==> src/rtl/mux_arb_pkg.sv <==
// Shared types and sizing for the round-robin arbiter that fronts the 4:1 mux.
// Keeps the requester count, select width and tenure counter width in one place.
package mux_arb_pkg;

    typedef enum logic {
        IDLE,
        GRANT
    } state_t;

    localparam int NUM_REQ = 4;
    localparam int SEL_W   = 2;
    localparam int HOLD_W  = 4;

    function automatic logic [NUM_REQ-1:0] onehot(input logic [SEL_W-1:0] idx);
        return NUM_REQ'(1) << idx;
    endfunction

endpackage

==> src/rtl/rr_pick.sv <==
// Rotating priority pick: the first requester at or after ptr (mod NUM_REQ) wins.
module rr_pick
    import mux_arb_pkg::*;
(
    input  logic [NUM_REQ-1:0] req,
    input  logic [SEL_W-1:0]   ptr,
    output logic [SEL_W-1:0]   idx,
    output logic               any
);

    logic [SEL_W-1:0] cand;

    // Walking from the farthest offset back towards ptr lets the nearest hit overwrite the rest.
    always_comb begin
        idx  = ptr;
        any  = 1'b0;
        cand = ptr;
        for (int k = NUM_REQ - 1; k >= 0; k--) begin
            cand = ptr + SEL_W'(k);
            if (req[cand]) begin
                idx = cand;
                any = 1'b1;
            end
        end
    end

endmodule

==> src/rtl/mux_rr_arbiter.sv <==
// Round-robin owner of the shared 4:1 mux select: bounded tenure, back-to-back
// handover, and a registered copy of the selected input.
module mux_rr_arbiter
    import mux_arb_pkg::*;
#(
    parameter int MAX_HOLD = 8
) (
    input  logic               clock,
    input  logic               reset_n,
    input  logic [NUM_REQ-1:0] req,
    input  logic               i0,
    input  logic               i1,
    input  logic               i2,
    input  logic               i3,
    output logic [NUM_REQ-1:0] gnt,
    output logic               s1,
    output logic               s0,
    output logic               out,
    output logic               busy
);

    localparam logic [HOLD_W-1:0] HOLD_LAST = HOLD_W'(MAX_HOLD - 1);

    state_t             state;
    logic [SEL_W-1:0]   ptr;
    logic [SEL_W-1:0]   owner;
    logic [HOLD_W-1:0]  hold_cnt;

    logic [NUM_REQ-1:0] din;
    logic [SEL_W-1:0]   pick_ptr;
    logic [SEL_W-1:0]   pick_idx;
    logic               pick_any;
    logic               release_now;

    assign din         = {i3, i2, i1, i0};
    assign release_now = !req[owner] || (hold_cnt == HOLD_LAST);

    // On release the pointer moves past the owner this same cycle, so the re-pick already sees it.
    assign pick_ptr = (state == GRANT) ? owner + SEL_W'(1) : ptr;

    rr_pick u_pick (
        .req (req),
        .ptr (pick_ptr),
        .idx (pick_idx),
        .any (pick_any)
    );

    // Select lines only change on a new grant, so they keep the last owner while idle.
    always_ff @(posedge clock or negedge reset_n) begin
        if (!reset_n) begin
            state    <= IDLE;
            ptr      <= '0;
            owner    <= '0;
            hold_cnt <= '0;
            gnt      <= '0;
            s1       <= 1'b0;
            s0       <= 1'b0;
            busy     <= 1'b0;
            out      <= 1'b0;
        end else begin
            out <= (gnt != '0) ? din[{s1, s0}] : 1'b0;
            case (state)
                IDLE: begin
                    if (pick_any) begin
                        state      <= GRANT;
                        owner      <= pick_idx;
                        gnt        <= onehot(pick_idx);
                        {s1, s0}   <= pick_idx;
                        hold_cnt   <= '0;
                        busy       <= 1'b1;
                    end
                end
                GRANT: begin
                    if (!release_now) begin
                        hold_cnt <= hold_cnt + HOLD_W'(1);
                    end else begin
                        ptr <= owner + SEL_W'(1);
                        if (pick_any) begin
                            owner    <= pick_idx;
                            gnt      <= onehot(pick_idx);
                            {s1, s0} <= pick_idx;
                            hold_cnt <= '0;
                        end else begin
                            state    <= IDLE;
                            gnt      <= '0;
                            busy     <= 1'b0;
                            hold_cnt <= '0;
                        end
                    end
                end
                default: state <= IDLE;
            endcase
        end
    end

endmodule

==> config.mk <==
export PLATFORM = sky130hd
export DESIGN_NAME = mux_rr_arbiter
export DESIGN_NICKNAME = d
export VERILOG_FILES = /design/src/rtl/mux_arb_pkg.sv /design/src/rtl/rr_pick.sv /design/src/rtl/mux_rr_arbiter.sv
export SDC_FILE = /design/constraint.sdc
export NUM_CORES = 1
export LEC_CHECK = 0
export BUFFER_PORTS_ARGS = -buffer_cell sky130_fd_sc_hd__clkbuf_2
export CAP_MARGIN = 30
export CELL_PAD_IN_SITES_DETAIL_PLACEMENT = 1
export CELL_PAD_IN_SITES_GLOBAL_PLACEMENT = 1
export CORE_UTILIZATION = 40
export CTS_CLUSTER_DIAMETER = 120
export DETAILED_ROUTE_END_ITERATION = 10
export PLACE_DENSITY_LB_ADDON = 0.08
export SKIP_LAST_GASP = 1
export SLEW_MARGIN = 10
export SYNTH_ARGS = -nofsm -noshare
export SYNTH_HDL_FRONTEND = slang
export SYNTH_HIERARCHICAL = 1
export SYNTH_SLANG_ARGS = --single-unit
==> constraint.sdc <==
create_clock -name clock -period 3.1 [get_ports clock]
set_clock_uncertainty 0.2 [all_clocks]
set_input_delay 0.155 -clock clock [delete_from_list [all_inputs] [get_ports clock]]
set_output_delay 0.155 -clock clock [all_outputs]
set_load 0.1 [all_outputs]
=== Word level (Yosys, flattened, before mapping) ===
Cells that the tools add are included.

* $add $sub $neg: 5
* $lt $le $gt $ge: 6
* Equal/unequal tests: 4
* Shift operators: 1
* Multiplexer cells: 45
* Bitwise operators: 1
* Reduce and logical (&&, ||, !) cells: 6

{| class="wikitable"
|+ Operators with widths
! kind !! number
|-
| 1-bit 2-to-1 mux || 20
|-
| 4-bit 2-to-1 mux || 5
|-
| 2-bit by 3-bit less-than comparator with 1-bit output, second input constant || 6
|-
| 4-bit one-hot mux with 2 select lines || 2
|-
| 2-bit 2-to-1 mux || 7
|-
| 1-bit binary-select mux with 2-bit select || 6
|-
| 1-bit one-hot mux with 2 select lines || 4
|-
| 2-bit by 1-bit adder with 2-bit output, second input constant || 2
|-
| 2-bit adder, second input constant || 2
|-
| 4-bit by 1-bit adder with 4-bit output, second input constant || 1
|-
| 4-bit by 3-bit == test with 1-bit output, second input constant || 1
|-
| 2-bit != test, second input constant || 2
|-
| 2-bit one-hot mux with 2 select lines || 1
|-
| 2-bit AND reduction || 2
|-
| 4-bit nonzero test || 1
|-
| 1-bit by 2-bit << shifter with 4-bit output, first input constant || 1
|-
| 3-bit AND reduction || 1
|-
| 2-bit by 1-bit != test with 1-bit output, second input constant || 1
|-
| 1-bit zero test || 1
|-
| 1-bit logical OR || 1
|-
| 1-bit NOT || 1
|}

* Bits in registers: 17
* Input bits: 10
* Output and inout port bits: 8
* Logic and storage cells: 77

=== Longest topological paths before layout ===
* Depth after elaboration: 13
* Gate-level depth with buffers: 8

=== Hierarchy ===
Netlist, hierarchy kept.

{| class="wikitable"
|+ Modules (own cells, without submodules)
! module !! times used !! cells each !! area each (um^2) !! sequential area each (um^2)
|-
| mux_rr_arbiter || 1 || 66 || 775.7 || 375.4
|-
| rr_pick || 1 || 16 || 100.1 || 0.0
|}

=== Worst setup path before layout ===
Ideal clock, no wire load.

* Path type: register to register
* Start point: register owner[0]
* End point: register gnt[0]
* Setup time: 0.123 ns
* Arrival time: 2.421 ns
* Required time: 2.777 ns
* Setup slack: 0.356 ns
* Cell stages (with the launch flop): 9
* Buffers on the path: 1
* Cells stage by stage: dfrtp_1 buf_6 xnor2_1 a21oi_1 and3b_1 or4_1 nand2_1 inv_1 a32o_1

* Longest elaborated chain between the ends: 13
* Elaborated cells between the ends (all ways): 33
* Those cells by class: add/sub (4); eq/ne (2); shift (1); mux (23); reduce/logical (3)

{| class="wikitable"
|+ Ends and longest elaborated chain
! element !! line !! RTL
|-
| start, declared || mux_rr_arbiter.sv:26 || <nowiki>logic [SEL_W-1:0] owner;</nowiki>
|-
| start signal, assigned || mux_rr_arbiter.sv:66 || <nowiki>owner <= pick_idx;</nowiki>
|-
| start signal, assigned || mux_rr_arbiter.sv:79 || <nowiki>owner <= pick_idx;</nowiki>
|-
| 2-bit by 1-bit adder with 2-bit output (*) || mux_rr_arbiter.sv:39 || <nowiki>assign pick_ptr = (state == GRANT) ? owner + SEL_W'(1) : ptr;</nowiki>
|-
| 2-bit 2-to-1 mux (*) || mux_rr_arbiter.sv:39 ||
|-
| named net pick_ptr[1] || mux_rr_arbiter.sv:30 || <nowiki>logic [SEL_W-1:0] pick_ptr;</nowiki>
|-
| 2-bit adder || rr_pick.sv:19 || <nowiki>cand = ptr + SEL_W'(k);</nowiki>
|-
| 1-bit binary-select mux with 2-bit select || rr_pick.sv:20 || <nowiki>if (req[cand]) begin</nowiki>
|-
| 1-bit 2-to-1 mux (not written as such) || rr_pick.sv:20 ||
|-
| 2-bit 2-to-1 mux (3 in series) || rr_pick.sv:20 ||
|-
| 2-bit 2-to-1 mux (*) || rr_pick.sv:20 ||
|-
| named net pick_idx[1] || mux_rr_arbiter.sv:31 || <nowiki>logic [SEL_W-1:0] pick_idx;</nowiki>
|-
| 1-bit by 2-bit << shifter with 4-bit output (*) || mux_arb_pkg.sv:15 || <nowiki>return NUM_REQ'(1) << idx;</nowiki>
|-
| 4-bit 2-to-1 mux || mux_rr_arbiter.sv:78 || <nowiki>if (pick_any) begin</nowiki>
|-
| 4-bit 2-to-1 mux || mux_rr_arbiter.sv:74 || <nowiki>if (!release_now) begin</nowiki>
|-
| 4-bit one-hot mux with 2 select lines (*) || mux_rr_arbiter.sv:62 || <nowiki>case (state)</nowiki>
|-
| end signal, assigned || mux_rr_arbiter.sv:67 || <nowiki>gnt <= onehot(pick_idx);</nowiki>
|-
| end signal, assigned || mux_rr_arbiter.sv:80 || <nowiki>gnt <= onehot(pick_idx);</nowiki>
|-
| end, declared || mux_rr_arbiter.sv:15 || <nowiki>output logic [NUM_REQ-1:0] gnt,</nowiki>
|}

The timed path passes the listed nets; every way through them passes the cells marked *. The select of a mux whose other input is x is not followed.
A chain may end at the register's enable or synchronous reset.

=== Final worst setup path ===
* Start point: register state
* End point: register gnt[0]

* Longest elaborated chain between the ends: 12
* Elaborated cells between the ends (all ways): 29
* Those cells by class: add/sub (3); eq/ne (2); shift (1); mux (21); bitwise (1); reduce/logical (1)

{| class="wikitable"
|+ Ends and longest elaborated chain
! element !! line !! RTL
|-
| start, declared || mux_rr_arbiter.sv:24 || <nowiki>state_t state;</nowiki>
|-
| start signal, assigned || mux_rr_arbiter.sv:51 || <nowiki>state <= IDLE;</nowiki>
|-
| start signal, assigned || mux_rr_arbiter.sv:65 || <nowiki>state <= GRANT;</nowiki>
|-
| start signal, assigned || mux_rr_arbiter.sv:84 || <nowiki>state <= IDLE;</nowiki>
|-
| 2-bit 2-to-1 mux (*) || mux_rr_arbiter.sv:39 ||
|-
| named net pick_ptr[0] || mux_rr_arbiter.sv:30 ||
|-
| 2-bit adder || rr_pick.sv:19 ||
|-
| 1-bit binary-select mux with 2-bit select || rr_pick.sv:20 ||
|-
| 1-bit 2-to-1 mux (not written as such) || rr_pick.sv:20 ||
|-
| 2-bit 2-to-1 mux (3 in series) || rr_pick.sv:20 ||
|-
| 2-bit 2-to-1 mux (*) || rr_pick.sv:20 ||
|-
| named net pick_idx[1] || mux_rr_arbiter.sv:31 ||
|-
| 1-bit by 2-bit << shifter with 4-bit output (*) || mux_arb_pkg.sv:15 ||
|-
| 4-bit 2-to-1 mux || mux_rr_arbiter.sv:78 ||
|-
| 4-bit 2-to-1 mux || mux_rr_arbiter.sv:74 ||
|-
| 4-bit one-hot mux with 2 select lines (*) || mux_rr_arbiter.sv:62 ||
|}

Marks and branches as above.

==> results <==
- The flow ran to the end, and the final reports show no timing, DRC or antenna violations.
- The CTS tree is yes.
- The clock passes through at most 2 buffers.
- The share of synthesized area occupied by flip-flops and latches is 42.9%.
- The placer's final routability congestion estimate is 0.753.
- The highest metal layer with signal wires is met4.
- The maximum frequency from static timing analysis is 406 MHz.
- The ratio of final minimum period to clock period is 79.4%.
- The die area is 2380 um2.
- The floorplan step defined a core boundary enclosing 2000 um2.
- For this configuration, the core starts out at a cell density of 43.8%.
- The area added between synthesis and finish is 16.0%.
- After Yosys synthesis, and, or, nand and nor cells account for 16.7% of the synthesized area.
- In this run the mean area of a mapped cell was 10.7 um2.
- The min-delay analysis places its worst path in the category input port to asynchronous set/reset pin.
- STA classifies the critical path startpoint as a flip-flop.
- The estimated wirelength of the detail-placed design is 1.45 mm.
- Across every metal layer, demand over resource in global routing totals 17.9%.
- The routed design has 1.90 mm of wire.
- The synthesized netlist contains 35 unique library cells.
- The post-synthesis instance area is 876 um2.
- The count of buffers added on input and output ports is 17.
- During I/O placement, the number of pins put on the boundary was 18.
- The number of warnings printed during yosys synthesis is 6.
- The detailed-routed wire length on met3 is 42 um.
- The CTS sink count is 15.
- The kind of critical path is flip-flop to flip-flop.
- At the end of the flow, the number of nets in the layout was 115.
- Setup violations remaining at the end of the flow were counted as 0.
- Adding up every negative setup slack in the final design gives 0 ps.
- The fraction of the mapped netlist area in compound gates is 17.9%.
- The overall via count from detail_route is 713.
- The total length of routed met2 wires is 899 um.
- The share of cells above drive strength 1 is 28.4%.
- The data arrival time at the worst-slack endpoint is 2430 ps.
- The post-route cell area is 1020 um2.
- The flip-flop and latch count after synthesis is 15.
- The via count of the first global-routing pass is 719.
- In the routed layout, each cell is associated on average with a via count of 5.53.
- Dividing the detail-routed wire length by the instance count gives 14.8 um.
- Sorting the synthesized cells by area gives the leading types as dfrtp_1 (43%), a32o_1 (4.6%), mux2i_1 (4.6%), inv_1 (3.4%), mux2_4 (3.4%).
- In this run the number of H-tree levels came out at 1.
- The number of hold violations in the final report is 0.
- The transition time of the tightest slew-check pin is 543 ps.
- The number of search-and-repair iterations in the first detailed-routing pass is 3.
- The pre-CTS worst setup slack is 649 ps.
- The number of antenna violations at the first check in global routing was 0.
- Across all setup checks in the final design, the least slack found is 639 ps.
- In this run the register-to-register setup slack is 640 ps.
- The placement row count is 16.
- The maximum number of pins on one net before global-route repair is 16.
- The number of buffers inserted by hold repair at cts is 1.
- The share of synthesized area in the top cell type comes to 42.9%.
- After synthesis, the share of flip-flops with an asynchronous set or reset is 100%.
- The combinational family with the most area after synthesis is compound AO/OA/AOI/OAI gates.
- Headroom to the max-slew limit came out at 64.0%.
- The startpoint of the worst register-to-register path is state.
- Across the run, the number of max-cap violations was 0.
- The detailed router put a total of 946 um of wire on met1.
- The number of buffers inserted during clock tree synthesis is 3.
- The number of filler instances in the final layout is 239.
- The sum of overflow across all layers after global routing is 0.
- The final critical-path required period is 2460 ps.
- The number of antenna diodes is 0.
- CTS placed an instance of clkbuf_4 at the clock tree root.
- After technology mapping, the gate count stands at 82.
- At the later pin of the worst-skew pair, clock insertion delay measures 280 ps.
- The number of gates resized after CTS was 0.
- The first-iteration detailed-routing DRC count is 6.
- The launching element of the worst setup path is state.
- Setup repair after global routing left no endpoint under its margin.
- The final number of max-transition violations is 0.
- STA classifies the critical path endpoint as a flip-flop.
- The biggest area consumer among synthesized cells is dfrtp_1.
- Synthesis produced a netlist with a net count of 94.
- The critical path required time is 3070 ps.
- Among all flip-flop cells after synthesis, the most frequent one is dfrtp_1.
- The remaining antenna violation count is 0.
- After Yosys synthesis, XOR and XNOR cells account for 1.00% of the synthesized area.
- The count of unresolved DRC violations after routing is 0.
- Of the post-synthesis cell area, the part taken by muxes is 13.6%.
- The clock-pin slew on the worst setup and hold paths is 90 ps.
- The first global-routing pass estimated 3.24 mm of wire.
- Once placement finished, the instance area stood at 980 um2.
- Summing the areas of all fa, ha and maj instances in the mapped netlist gives 2.86% of the synthesized area.
- The count of buffers added by post-CTS timing repair for setup is 0.
- On the final layout, the worst hold slack is 122 ps.
- In this run, synthesis inferred 0 flip-flops with an integrated enable.
- The die is 48.8 um wide.
- The die span in y is 48.8 um.
- Along the worst path, the maximum fanout reaches 10.
## metal layers
metal | vias up | track usage [%]
met5 | - | 0
met4 | 0 | 5.88
met3 | 2 | 2.80
met2 | 10 | 28.5
met1 | 359 | 24.8
li1 | 342 | -
## state kept, by name, indices dropped and copies added (netlist names)
| name | count |
|---|---|
| gnt | 4 |
| ptr | 2 |
| hold_cnt | 4 |
| state | 1 |
| out | 1 |
| busy | 1 |
| owner | 2 |
## critical path, stage by stage, from the launching register on
cell	delay (ps)
dfrtp_1	520
inv_1	200
mux2i_1	280
and2b_2	240
or4_1	490
nand2_1	130
inv_1	70
a32o_1	220
## synthesized netlist by cell type (2+ instances only)
cell,n
a21oi_1,3
a32o_1,4
and2b_2,2
dfrtp_1,15
ha_1,2
inv_1,8
mux2_4,2
mux2i_1,4
nand2_1,8
nand3_1,3
nor2_1,4
o21ai_0,4
## stage by stage
stage,util [%],std cells
CTS,50.7,129
detailed placement,48.9,124
global placement,48.9,124
floorplan,-,82
finish,50.7,129
global route,50.7,129
## cells in the final DEF, fill, tap and decap left out, types with 2 or more instances in the layout
master     n
a32o_1     4
nand2_1    8
nand3_1    3
clkbuf_2  17
clkbuf_4   3
and2b_2    2
mux2_4     2
o21ai_0    4
ha_1       2
dfrtp_1   15
mux2i_1    4
nor2_1     4
inv_1      8
a21oi_1    3
## cells by family after synthesis
family / after synthesis
XOR/XNOR: 1
multiplexers: 8
flip-flops: 15
AND/OR/NAND/NOR: 27
buffers and inverters: 10
adder cells (fa/ha/maj): 2
AO/OA/AOI/OAI: 19
## final cells by class
class,instances,area [um2],area share (%)
flip-flops and latches,15,375,36.9
well taps,27,33.8,3.33
repair buffers,18,95.1,9.36
clock buffers,4,26.3,2.59
multi-input cells,57,455,44.8
inverters,8,30.0,2.96
## path summary, 6_finish.rpt
kind                          endpoint  cells past startpoint
setup / recovery                gnt[0]                      7
hold / removal             hold_cnt[3]                      2
setup reg to reg                gnt[0]                      7
hold reg to reg                 gnt[2]                      1
max in group asynchronous     owner[1]                      2
min in group clock               state                      5
Power is not shown: default switching activity piles up to over one toggle a cycle in this logic, so the estimate is an artifact.
